## src/rtl/uart_rx.sv

```systemverilog
// ---------------------------------------------------------------------------
// uart_rx
//
// Oversampling UART receiver. The serial line is brought into the clock
// domain through a two-flop synchronizer. A four-state FSM then walks
// through each frame:
//   IDLE  -> START : falling edge seen on the synchronized line
//   START -> DATA  : start bit confirmed low at its centre
//   DATA  -> STOP  : DATA_BITS samples taken, LSB first
//   STOP  -> IDLE  : STOP_BITS samples taken; result reported
// Every sample is taken at a bit centre.
//
// Parameters
//   DATA_BITS     data bits per frame (LSB first)
//   STOP_BITS     stop bits per frame (1 or 2)
//   OVERSAMPLING  clk cycles per bit period (even, >= 4)
//
// Ports
//   clk        in   rising-edge clock
//   rst        in   synchronous active-high reset
//   rx         in   serial line, idles high, asynchronous to clk
//   data_out   out  last received word; held until the next frame ends
//   valid      out  one-cycle pulse, data_out holds a correctly framed word
//   frame_err  out  one-cycle pulse, a stop bit was sampled low
//   busy       out  high whenever the FSM is not in IDLE
// ---------------------------------------------------------------------------
module uart_rx #(
  parameter int DATA_BITS    = 8,
  parameter int STOP_BITS    = 1,
  parameter int OVERSAMPLING = 16
) (
  input  logic                 clk,
  input  logic                 rst,
  input  logic                 rx,
  output logic [DATA_BITS-1:0] data_out,
  output logic                 valid,
  output logic                 frame_err,
  output logic                 busy
);

  localparam int CNT_W  = $clog2(OVERSAMPLING);
  // The bit counter also walks the stop bits, so size it for whichever
  // count is larger.
  localparam int BMAX   = (DATA_BITS > STOP_BITS) ? DATA_BITS : STOP_BITS;
  localparam int BCNT_W = (BMAX > 1) ? $clog2(BMAX) : 1;

  localparam logic [CNT_W-1:0]  HALF_BIT  = CNT_W'(OVERSAMPLING / 2 - 1);
  localparam logic [CNT_W-1:0]  FULL_BIT  = CNT_W'(OVERSAMPLING - 1);
  localparam logic [BCNT_W-1:0] LAST_DATA = BCNT_W'(DATA_BITS - 1);
  localparam logic [BCNT_W-1:0] LAST_STOP = BCNT_W'(STOP_BITS - 1);

  typedef enum logic [1:0] {
    IDLE  = 2'd0,
    START = 2'd1,
    DATA  = 2'd2,
    STOP  = 2'd3
  } state_t;

  state_t                state;
  logic [CNT_W-1:0]      cnt;
  logic [BCNT_W-1:0]     bcnt;
  logic [DATA_BITS-1:0]  shreg;
  logic                  stop_err;
  logic                  rx_meta;
  logic                  rx_s;

  // Shift a new bit in at the MSB, moving earlier bits toward the LSB so
  // that the first bit received ends up in bit 0. Written bitwise so it
  // also elaborates cleanly for DATA_BITS == 1.
  function automatic logic [DATA_BITS-1:0] shift_in(
    input logic [DATA_BITS-1:0] cur,
    input logic                 b
  );
    logic [DATA_BITS-1:0] res;
    res = cur >> 1;
    res[DATA_BITS-1] = b;
    return res;
  endfunction

  // Synchronizer, frame FSM and registered outputs.
  always_ff @(posedge clk) begin
    if (rst) begin
      rx_meta   <= 1'b1;
      rx_s      <= 1'b1;
      state     <= IDLE;
      cnt       <= '0;
      bcnt      <= '0;
      shreg     <= '0;
      stop_err  <= 1'b0;
      data_out  <= '0;
      valid     <= 1'b0;
      frame_err <= 1'b0;
      busy      <= 1'b0;
    end else begin
      rx_meta   <= rx;
      rx_s      <= rx_meta;
      // Result strobes are single-cycle; they are set only in the
      // terminal STOP branch below.
      valid     <= 1'b0;
      frame_err <= 1'b0;

      case (state)
        IDLE: begin
          cnt  <= '0;
          bcnt <= '0;
          if (!rx_s) begin
            state <= START;
            busy  <= 1'b1;
          end else begin
            busy  <= 1'b0;
          end
        end

        START: begin
          if (cnt == HALF_BIT) begin
            cnt  <= '0;
            bcnt <= '0;
            if (!rx_s) begin
              state    <= DATA;
              stop_err <= 1'b0;
            end else begin
              // Line went high again before mid start bit: a glitch,
              // dropped silently.
              state <= IDLE;
              busy  <= 1'b0;
            end
          end else begin
            cnt <= cnt + CNT_W'(1);
          end
        end

        DATA: begin
          if (cnt == FULL_BIT) begin
            shreg <= shift_in(shreg, rx_s);
            cnt   <= '0;
            if (bcnt == LAST_DATA) begin
              state <= STOP;
              bcnt  <= '0;
            end else begin
              bcnt <= bcnt + BCNT_W'(1);
            end
          end else begin
            cnt <= cnt + CNT_W'(1);
          end
        end

        STOP: begin
          if (cnt == FULL_BIT) begin
            cnt <= '0;
            if (bcnt == LAST_STOP) begin
              // Leave at the centre of the last stop bit so that a start
              // bit immediately following is still caught from IDLE.
              state    <= IDLE;
              busy     <= 1'b0;
              bcnt     <= '0;
              data_out <= shreg;
              stop_err <= 1'b0;
              if (stop_err || !rx_s) begin
                frame_err <= 1'b1;
              end else begin
                valid <= 1'b1;
              end
            end else begin
              bcnt <= bcnt + BCNT_W'(1);
              if (!rx_s) begin
                stop_err <= 1'b1;
              end else begin
                stop_err <= stop_err;
              end
            end
          end else begin
            cnt <= cnt + CNT_W'(1);
          end
        end

        default: begin
          state <= IDLE;
          cnt   <= '0;
          bcnt  <= '0;
          busy  <= 1'b0;
        end
      endcase
    end
  end

endmodule

```

## config.mk

```make
export PLATFORM = sky130hd
export DESIGN_NAME = uart_rx
export DESIGN_NICKNAME = d
export VERILOG_FILES = /design/src/rtl/uart_rx.sv
export SDC_FILE = /design/constraint.sdc
export NUM_CORES = 1
export LEC_CHECK = 0
export CORE_MARGIN = 3
export CORE_UTILIZATION = 45
export CTS_CLUSTER_DIAMETER = 60
export DETAILED_ROUTE_END_ITERATION = 10
export PLACE_DENSITY = 0.73
export SLEW_MARGIN = 30
export SYNTH_ARGS = -nofsm -noshare
export SYNTH_HDL_FRONTEND = slang
export SYNTH_SLANG_ARGS = --single-unit
```

## constraint.sdc

```tcl
create_clock -name clk -period 1.8 [get_ports clk]
set_input_delay 0.18 -clock clk [delete_from_list [all_inputs] [get_ports clk]]
set_output_delay 0.18 -clock clk [all_outputs]
set_load 0.01 [all_outputs]
```

==> flow_metrics.py, run 1 <==
metrics = {
    "status": {
        "outcome": "finished clean",
    },
    "routing": {
        "drt_first_pass_iters": 4,
        "vias_per_cell": 5.675,
        "routedWlPerCell_um": 13.48,
        "drc": 0,
        "via_count": 1101,
        "drtIter0Drc": 54,
        "wirelength_um": 2616,
        "antenna_left": 0,
    },
    "synthesis": {
        "ys_seq_elements": 31,
        "synth_edf_count": 0,
        "avgSynthCellArea_sq_um": 8.968,
        "ys_types": 37,
        "synthCells": 149,
        "syn_area_sq_um": 1336,
        "yosysTopAreaCellShare_pct": 46.44,
        "synthFlopType": "dfxtp_1",
        "yosys-top-cells-area": "dfxtp_1 46%, a21oi_1 7.5%, nand3_1 6.4%",
        "syn_nets": 156,
        "yosysWarnings": 0,
        "synth_common_cells": "31 x dfxtp_1, 20 x a21oi_1, 17 x nand3_1, 9 x o21ai_1",
        "async_flop_share_pct": 0,
        "synth_top_area_cell": "dfxtp_1",
        "synth_most_common_cell": "dfxtp_1",
        "yosysSeqAreaShare_pct": 46.44,
    },
    "global_route": {
        "antenna_found_initial": 0,
        "grt_pass1_wl_um": 4567,
        "grt-ovfl-total": 0,
        "grtUsageTotal_pct": 16.76,
        "grt_pass1_vias": 1029,
        "grt_max_degree": 24,
    },
    "critical_path": {
        "crit_type": "register to register",
        "setup.worst_path.start_class": "register",
        "cp_max_fo": 18,
        "crit_buf_inv": 1,
        "slowest_delay_ps": 360,
        "setup.worst_path.end_class": "register",
        "cpMaxStageDelayCell": "dfxtp_1",
        "crit_path_cell_trace": "ha_1 > and3_1 > buf_4 > nand3_2 > nor3b_2",
        "cp_data_required_time_ps": 2060,
        "critical_path.top_delay_family": "simple AND/OR/NAND/NOR gates",
        "arrival_ps": 1770,
    },
    "cts": {
        "ctsHoldBuffers": 0,
        "cts_tree": "built",
        "postCtsSetupRepairBufs": 0,
        "clk_pin_slew_worst_paths_ps": 90,
        "clock-root-buffer": "clkbuf_4",
        "cts_buffer_depth": 2,
        "clock_sinks": 31,
        "cts_max_level": 2,
        "insertion_delay_ps": 340,
        "cts_buffers": 5,
        "cts_resized": 0,
    },
    "finish": {
        "drive_gt1_share_pct": 11.66,
        "multi_input_area_sq_um": 638.1,
        "area_growth_pct": 15.92,
        "final-seq-area_sq_um": 620.6,
        "fill_cells": 255,
        "nNetsFinal": 169,
        "diodes": 0,
    },
    "timing": {
        "slew_headroom_pct": 58.92,
        "fmax_mhz": 662.4,
        "fin_skew_ps": 16.61,
        "worst_pin_slew_ps": 615.0,
        "slew_violations": 0,
        "setup_viol_count_final": 0,
        "final-hold-violation-count": 0,
        "period_needed_ps": 1510,
        "fin_crit_sh_pct": 83.86,
        "rsz0062_at_grt": "no",
        "final.setup.tns_ps": 0,
        "fin_ws_ps": 290.4,
    },
    "place": {
        "hpwlAfterDp_um": 1785,
        "gp_congestion": 0.7964,
        "port_buffers": 13,
        "dp_slack_ps": 325.4,
    },
    "floorplan": {
        "coreArea_sq_um": 2781,
        "initial_utilization_pct": 48.04,
        "die_w_um": 60.50,
        "dieArea_sq_um": 3660,
        "die_h_um": 60.50,
        "rows": 19,
        "ios": 14,
    },
    "flow_run": {
        "drv_cap": 0,
    },
    "pwr": {
        "power_per_cell_area_nw_per_um2": 767.3,
        "ir_worst_vdd_mv": 0.7728,
        "power_leakage_nw": 0.5014,
    },
    "worst_hold_path": {
        "hold_class": "register to register",
    },
}
## layout by cell type, fill, tap and decap left out, types with 2 or more instances in the layout
cell	n
o21ai_0	8
a31oi_1	2
nand3_1	17
inv_1	6
or2_2	2
nor2_1	3
clkbuf_8	2
nand3_2	2
o2111ai_1	2
o211ai_1	2
o21ai_1	9
nand2b_1	3
clkdlybuf4s50_1	13
clkbuf_4	5
buf_4	4
a21oi_1	20
nand4_1	3
ha_1	4
nand2_1	5
dfxtp_1	31
nor3_1	2
## cell families after synthesis
family | Yosys count | share of synthesized area (%)
AO/OA/AOI/OAI | 48 | 20.97
AND/OR/NAND/NOR | 46 | 20.97
flip-flops | 31 | 46.44
buffers and inverters | 17 | 5.806
adder cells (fa/ha/maj) | 4 | 3.745
XOR/XNOR | 2 | 1.311
multiplexers | 1 | 0.7491
## worst reg2reg max path, cell delays in order, from the launching register on
cell and delay, ps:
dfxtp_1 360, ha_1 310, and3_1 250, buf_4 240
nand3_2 120, nor3b_2 170
## per-layer routing
layer / global-route usage, % / part of all wire [%] / routed length, um / up-vias
li1: - / - / - / 565
met1: 21.09 / 45 / 1186 / 496
met2: 25.46 / 46 / 1201 / 33
met3: 6.383 / 6.6 / 173 / 7
met4: 7.740 / 2.1 / 54 / 0
met5: 0 / 0 / 0 / -
## flip-flops by register name, summed over array words and instances, names as in the netlist, named ones only
signal and cells:
stop_err 1, busy 1, rx_s 1, rx_meta 1, cnt 4, data_out 8
valid 1, state 1, bcnt 3, shreg 8, frame_err 1
## through the flow
stage / total power, mW / cells / instance area [sq um] / hold slack (ps) / util (%)
after floorplan: 0.7298 / 149 / 1336 / 256.1 / -
final: 1.189 / 194 / 1549 / 416.4 / 55.69
after global routing: 1.233 / 194 / 1549 / 425.1 / 55.69
after detailed placement: 0.7436 / 186 / 1480 / 400.0 / 53.22
after CTS: 1.202 / 194 / 1549 / 413.2 / 55.69
after global placement: 0.7432 / 186 / 1480 / 397.5 / 53.22
## path summary, 6_finish.rpt
kind,from,endpoint,cells past startpoint,slack (ps)
setup / recovery,cnt[0],valid,5,290
hold reg to reg,rx_meta,rx_s,1,420
setup reg to reg,cnt[0],valid,5,290
hold / removal,rx_meta,rx_s,1,420
## report_power, final
group	switching (mW)	internal [mW]	leakage, nW
sequential	0.00365	0.690	0.250
combinational	0.0205	0.0139	0.213
clock	0.231	0.230	0.0386
total	0.255	0.933	0.501
## area by class of cell
class	count	share of cell area, %
Timing Repair Buffer	17	10.34
Tap cell	31	2.504
Sequential cell	31	40.06
Inverter	6	1.454
Clock buffer	8	4.443
Multi-Input combinational cell	101	41.20
(Power assumes the default switching activity.)
==> run 2, diff against run 1 <==
PLACE_DENSITY = 0.75   (was 0.73)
clock period = 1.3 ns   (was 1.8 ns; I/O delays follow)
==> run 2 against run 1 <==
Net effect:
- the run now ends with setup timing left
- non-clock buffer count is 19 higher
- clock power grew 39%
- fmax rose by 15%
- sequential power rose by 39%
- die area stayed put
- hold slack got worse by 70 ps
- via count grew 8.1%
- routed wire length rose by 16%
- core utilization increased by 8.9 points
- critical path type unchanged
- critical endpoint is now stop_err
==> flow_metrics.py, run 2 (same netlist as run 1, synthesis figures left out) <==
metrics = {
    "status": {
        "outcome": "finished, violations left",
        "violations": "setup timing",
    },
    "finish": {
        "area_growth_pct": 34.36,
        "layout_common_cells": "25 x dfxtp_1, 19 x buf_4, 17 x nand3_1, 17 x a21oi_1, 15 x o21ai_1",
        "diodes": 0,
        "final_common_cell": "dfxtp_1",
        "fill_cells": 227,
        "drive_gt1_share_pct": 30.77,
        "stdcell_area_sq_um": 1795,
        "nNetsFinal": 188,
        "top_regs": "data_out x8, shreg x8, cnt x4",
    },
    "routing": {
        "via_count": 1190,
        "routedWlPerCell_um": 14.20,
        "drt_first_pass_iters": 4,
        "wirelength_um": 3024,
        "drc": 0,
        "vias_per_cell": 5.587,
        "antenna_left": 0,
        "drtIter0Drc": 84,
    },
    "critical_path": {
        "reg2reg_slack_ps": -10,
        "crit_type": "register to register",
        "rr_endpoint": "stop_err",
        "cp_max_fo": 6,
        "cp_data_required_time_ps": 1570,
        "setup.worst_path.start_class": "register",
        "timing.rr.start": "cnt[0]",
        "arrival_ps": 1580,
        "rr_worst_depth": 4,
        "setup.worst_path.end_class": "register",
    },
    "timing": {
        "fmax_mhz": 760.7,
        "rsz0062_at_grt": "yes",
        "slew_violations": 0,
        "setup_viol_count_final": 2,
        "final-hold-violation-count": 0,
        "fin_crit_sh_pct": 101.1,
        "final.setup.tns_ps": -19.49,
        "fin_skew_ps": 3.039,
        "fin_ws_ps": -14.55,
        "fin_worst_hold_slack_ps": 346.6,
        "period_needed_ps": 1315,
        "worst_pin_slew_ps": 326.9,
        "slew_headroom_pct": 78.21,
    },
    "floorplan": {
        "initial_utilization_pct": 48.04,
        "coreArea_sq_um": 2781,
        "dieArea_sq_um": 3660,
        "die_w_um": 60.50,
        "ios": 14,
        "rows": 19,
        "die_h_um": 60.50,
    },
    "global_route": {
        "grt_max_degree": 22,
        "grt_pass1_vias": 1111,
        "grt-ovfl-total": 0,
        "antenna_found_initial": 0,
        "grtUsageTotal_pct": 18.83,
        "grt_pass1_wl_um": 4961,
    },
    "pwr": {
        "power_per_cell_area_nw_per_um2": 922.9,
        "total_power_mw": 1.657,
        "power_leakage_nw": 0.6567,
        "ir_worst_vdd_mv": 0.7160,
    },
    "cts": {
        "insertion_delay_ps": 340,
        "cts_buffer_depth": 2,
        "cts_max_level": 2,
        "clk_pin_slew_worst_paths_ps": 90,
        "ctsHoldBuffers": 0,
        "clock-root-buffer": "clkbuf_4",
        "clock_sinks": 31,
        "cts_tree": "built",
        "cts_buffers": 5,
    },
    "worst_hold_path": {
        "hold-path-cell-count": 2,
        "whs_endpoint": "rx_meta",
        "hp-start": "rx",
        "hold_class": "input pin to register",
    },
    "flow_run": {
        "drv_cap": 0,
    },
    "place": {
        "port_buffers": 13,
        "place_area_sq_um": 1598,
        "hpwlAfterDp_um": 2036,
        "gp_congestion": 0.7875,
        "dp_slack_ps": -125.2,
    },
}
## run 2: cell type report
class                   instances  area (sq um)  area share [%]
inverters                       6         22.52           1.254
multi-input cells             101         724.4           40.35
well taps                      31         38.79           2.160
repair buffers                 36         312.8           17.42
flip-flops and latches         31         628.1           34.98
clock buffers                   8         68.82           3.833
## run 2: through the flow
stage	instances	utilization, %
2_1_floorplan	149	-
3_3_place_gp	200	57.44
3_5_place_dp	200	57.44
4_1_cts	211	62.80
5_1_grt	213	64.55
6_report	213	64.55
## run 2: report_power, final
group	internal (mW)	total (mW)	switching [mW]
sequential	0.955	0.964	0.00861
clock	0.318	0.641	0.324
combinational	0.0229	0.0522	0.0294
## run 2: worst max-delay path by stage
stage,end,depth (start not counted),startpoint
4_1_cts,stop_err,4,cnt[1]
2_1_floorplan,state[0],5,cnt[0]
3_5_place_dp,data_out[2],5,cnt[0]
5_1_grt,bcnt[2],5,cnt[0]
6_report,stop_err,4,cnt[0]
3_3_place_gp,data_out[6],5,cnt[0]
## run 2: timing repair
action / CTS / global route
gates cloned: 0 / 0
gates resized for setup: 25 / 18
setup buffers: 3 / 2
setup endpoints to repair: 36 / 20
pin swaps: 3 / 4
## run 2: critical path, cell delays in order, from the launching register on
cell and delay (ps):
dfxtp_2 370, ha_4 170, nand4_1 250, a22oi_2 250, mux2i_1 210
## run 2: metal layers
metal / share of wire [%] / GRT usage [%] / up-vias
met4: 2.1 / 9.598 / 0
met3: 4.9 / 7.660 / 5
li1: - / - / 606
met1: 43 / 21.47 / 550
met2: 50 / 30.40 / 29
met5: 0 / 0 / -
==> run 3, diff against run 2 <==
HOLD_SLACK_MARGIN = 0.1   (was unset)
==> results of run 3 <==
No change in the layout: final DEF, timing and power equal those of run 2.
==> edit 1 (flow settings as in run 2) <==
Set the parameter `DATA_BITS` to 16 (it was 8).
--- a/src/rtl/uart_rx.sv
+++ b/src/rtl/uart_rx.sv
@@ -25,7 +25,7 @@
 //   busy       out  high whenever the FSM is not in IDLE
 // ---------------------------------------------------------------------------
 module uart_rx #(
-  parameter int DATA_BITS    = 8,
+  parameter int DATA_BITS    = 16,
   parameter int STOP_BITS    = 1,
   parameter int OVERSAMPLING = 16
 ) (
Interface: changed (resized data_out); port bits go from 14 to 22. No check against the original RTL was run, so the function may have changed too.
==> edit 1 against run 2 <==
  * The run still ends with negative setup slack left
  * Sequential share of layout area grew 1.9 points
  * Sequential cell count grew 17
  * Setup slack worse by 280 ps
  * Cell area rose by 46%
  * Synthesized area increased by 41%
  * Wire length increased by 39%
  * Via count rose by 41%
  * Power is 56% higher
  * Largest power group unchanged
==> edit 1: results (changes against run 2) <==
DP Area: 2370 µm² (was 1600 µm²)
Worst IR Drop VDD: 0.420 mV (was 0.716 mV)
GR Util met1: 20.0% (was 21.5%)
Placed insts: 314 (was 200)
Largest net degree at the start of global routing: 17 (was 22)
Status: finished, violations left (unchanged)
Failing checks: negative setup slack (unchanged)
Fin worst setup slack: -297 ps (was -14.5 ps)
Placer congestion estimate: 0.852 (was 0.788)
Power Combinational: 186 µW (was 52.2 µW)
Adder-cell area share of the yosys netlist: 1.99% (was 3.75%)
I/O Buffers: 21 (was 13)
Drt first-iter violations: 116 (was 84)
Gr usage total: 16.9% (was 18.8%)
Post-synthesis compound-gate area fraction: 12.5% (was 21.0%)
Final hold slack: 384 ps (was 347 ps)
Vias in the first global route: 1523 (was 1111)
CP max FO: 2 (was 6)
Top flop regs: data_out x16, shreg x16 (was data_out x8, shreg x8, cnt x4)
Met3 wire length: 160 µm (was 147 µm)
Final-layout fill cell count: 297 (was 227)
Worst path arrival time: 1780 ps (was 1580 ps)
Largest stage delay on the critical path: 460 ps (was 370 ps)
Delay-heaviest family, CP: simple AND/OR/NAND/NOR gates (was flip-flops)
Nets: 285 (was 188)
Share of cells above drive strength 1: 27.6% (was 30.8%)
Routed met1 length: 1.85 mm (was 1.31 mm)
Post-synth top cells: 68 x nand2_1, 48 x dfxtp_1, 36 x a21oi_1, 10 x nor2_1 (was 31 x dfxtp_1, 20 x a21oi_1, 17 x nand3_1, 9 x o21ai_1)
Psw: 590 µW (was 362 µW)
Post-Synth XOR/XNOR Area: 1.86% (was 1.31%)
Post-Syn Area: 1890 µm² (was 1340 µm²)
Sum Neg Setup Slack: -4480 ps (was -19.5 ps)
Grt met3 use: 4.26% (was 7.66%)
Root buffer cell: clkbuf_8 (was clkbuf_4)
Vias: 1676 (was 1190)
Pre-CTS setup slack: -307 ps (was -125 ps)
Syn Nets: 234 (was 156)
First-pass GRT wire length: 6.76 mm (was 4.96 mm)
Final setup fails: 40 (was 2)
Netlist cell types: 36 (was 37)
Layout Skew: 8.00 ps (was 3.04 ps)
Final cell count without fillers: 327 (was 213)
Leakage: 0.00103 µW (was 0.000657 µW)
-- edit 1: cell types whose count changed in the layout (fill, tap and decap cells not counted), moves of 8 or more --
cell / before / now
o21ai_1: 15 / 0
dfxtp_1: 25 / 43
a21oi_1: 17 / 27
buf_4: 19 / 27
nand2_1: 5 / 67
nand3_1: 17 / 2
-- edit 1: what timing repair did --
action	4_1_cts	5_1_grt
gates cloned	1	1
pin swaps	7	1
resized for setup	42	9
buffers inserted	4	0
hold buffers	0	0
endpoints found under the setup margin	57	44
endpoints found under the hold margin	0	0
-- edit 1: area by class of cell --
class | instances | area [µm²] | share of cell area [%]
repair buffers | 58 | 522 | 19.9
inverters | 6 | 22.5 | 0.858
flip-flops and latches | 48 | 967 | 36.8
multi-input cells | 160 | 962 | 36.7
clock buffers | 6 | 82.6 | 3.15
clock inverters | 1 | 8.76 | 0.334
well taps | 48 | 60.1 | 2.29
==> edit 2 (config.mk and constraints of run 2) <==
Without the edit above. Register the output `data_out` once more, with the module's reset; this adds one clock of latency there. The other outputs are not delayed to match. Comments in the files are not updated.
--- a/src/rtl/uart_rx.sv
+++ b/src/rtl/uart_rx.sv
@@ -56,6 +56,8 @@
     STOP  = 2'd3
   } state_t;
 
+  logic [DATA_BITS-1:0] data_s0;
+
   state_t                state;
   logic [CNT_W-1:0]      cnt;
   logic [BCNT_W-1:0]     bcnt;
@@ -87,7 +89,7 @@
       bcnt      <= '0;
       shreg     <= '0;
       stop_err  <= 1'b0;
-      data_out  <= '0;
+      data_s0   <= '0;
       valid     <= 1'b0;
       frame_err <= 1'b0;
       busy      <= 1'b0;
@@ -153,7 +155,7 @@
               state    <= IDLE;
               busy     <= 1'b0;
               bcnt     <= '0;
-              data_out <= shreg;
+              data_s0 <= shreg;
               stop_err <= 1'b0;
               if (stop_err || !rx_s) begin
                 frame_err <= 1'b1;
@@ -183,5 +185,13 @@
     end
   end
 
+  always_ff @(posedge clk) begin
+    if (rst) begin
+      data_out <= '0;
+    end else begin
+      data_out <= data_s0;
+    end
+  end
+
 endmodule
 
Formal check against the unedited RTL: no difference found for any inputs over 10 cycles, from zero or initial values and one cycle with rst high; that may be too few to reach the edited logic, so the function may still have changed.
==> edit 2 against run 2 <==
  * The flow still finishes with violations (negative setup slack)
  * Sequential cell count increased by 8
  * Setup slack got worse by 110 ps
  * Synthesized area increased by 13%
  * Cell area increased by 12%
  * Sequential share of layout area increased by 4.7 points
  * Count of clock-buffer cells in the layout decreased by 2
  * Power increased by 14%
  * Critical path depth increased by 2
  * Wire length decreased by 1.7%
  * Critical path type unchanged
  * Critical endpoint is now valid
  * Highest routed layer unchanged
==> edit 2: results (changes against run 2) <==
Status: finished, violations left (unchanged)
Failing checks: negative setup slack (unchanged)
Nets: 186 (was 188)
Drt first-iter violations: 79 (was 84)
Layout Skew: 5.95 ps (was 3.04 ps)
Final-layout fill cell count: 255 (was 227)
Adder-cell area share of the yosys netlist: 3.32% (was 3.75%)
R2R depth: 6 (was 4)
Dpl hpwl: 2.05 mm (was 2.04 mm)
Post-synthesis compound-gate area fraction: 6.56% (was 21.0%)
CP max FO: 7 (was 6)
Worst IR Drop VDD: 0.831 mV (was 0.716 mV)
Share of cells above drive strength 1: 28.9% (was 30.8%)
Post-synth top cells: 39 x dfxtp_1, 19 x nor2_1, 17 x mux2i_1, 11 x nor2b_1, 6 x nor3_1 (was 31 x dfxtp_1, 20 x a21oi_1, 17 x nand3_1, 9 x o21ai_1)
Netlist cell types: 34 (was 37)
Placer congestion estimate: 0.841 (was 0.788)
Sequential fraction of the synthesis area: 51.8% (was 46.4%)
Slowest cell on the critical path: dfxtp_4 (was dfxtp_2)
First-pass GRT wire length: 5.02 mm (was 4.96 mm)
Delay-heaviest family, CP: simple AND/OR/NAND/NOR gates (was flip-flops)
Mux cell area share after synthesis: 11.3% (was 0.749%)
Top flop regs: data_out x8, data_s0 x8, shreg x8 (was data_out x8, shreg x8, cnt x4)
DP Area: 1830 µm² (was 1600 µm²)
Vias in the first global route: 1118 (was 1111)
Worst path arrival time: 1690 ps (was 1580 ps)
Fin worst setup slack: -126 ps (was -14.5 ps)
Leakage: 0.000751 µW (was 0.000657 µW)
Vias per cell: 5.09 (was 5.59)
Gr usage total: 16.0% (was 18.8%)
Final setup fails: 14 (was 2)
Reg clk slew, reported paths: 110 ps (was 90 ps)
-- edit 2: final timing paths --
path	end	slack, ps	startpoint
max reg2reg	valid	-130	bcnt[0]
min	rx_meta	340	rx
min reg2reg	rx_s	430	rx_meta
max	valid	-130	bcnt[0]
-- edit 2: layout make-up --
type                    instances  area [µm²]  area share [%]
flip-flops and latches         39         795            39.6
multi-input cells              97         791            39.5
repair buffers                 32         295            14.7
well taps                      44        55.1            2.75
clock buffers                   6        41.3            2.06
inverters                       4        15.0           0.749
clock inverters                 2        12.5           0.624
-- edit 2: repair_timing --
action	in CTS	in global routing
pin swaps	1	9
resized for setup	24	16
hold endpoints to repair	0	0
buffers inserted	0	2
gates cloned	0	0
endpoints found under the setup margin	26	27
-- edit 2: cell families after synthesis --
kind of cell               Yosys count
and+or+nand+nor                     61
DFF                                 39
muxes                               17
AOI/OAI and AO/OA                   13
buffers and inverters               13
adders and majority gates            4
xor gates and xnor gates             2
-- edit 2: power by group --
part	internal [µW]	switching (µW)	total (µW)
combinational	43.5	49.4	93.0
sequential	1200	7.61	1200
clock	209	386	595
total	1450	443	1890
-- edit 2: layer usage --
layer | routed length (µm) | share of wire (%) | up-vias | track usage (%)
li1 | - | - | 572 | -
met1 | 1350 | 45 | 541 | 18.9
met2 | 1440 | 49 | 24 | 25.7
met3 | 140 | 4.7 | 4 | 6.68
met4 | 36 | 1.2 | 0 | 5.66
met5 | 0 | 0 | - | 0
-- edit 2: through the flow --
step                setup slack (ps)  cells  hold slack, ps  TNS, ps  power, µW
floorplan                       20.6    149             234        0       1280
global placement               -44.4    214             391     -206       1320
detailed placement              -156    214             404     -744       1320
CTS                             -127    222             325     -978       1910
global route                    -218    224             332    -2890       1980
finish                          -126    224             337    -1200       1890
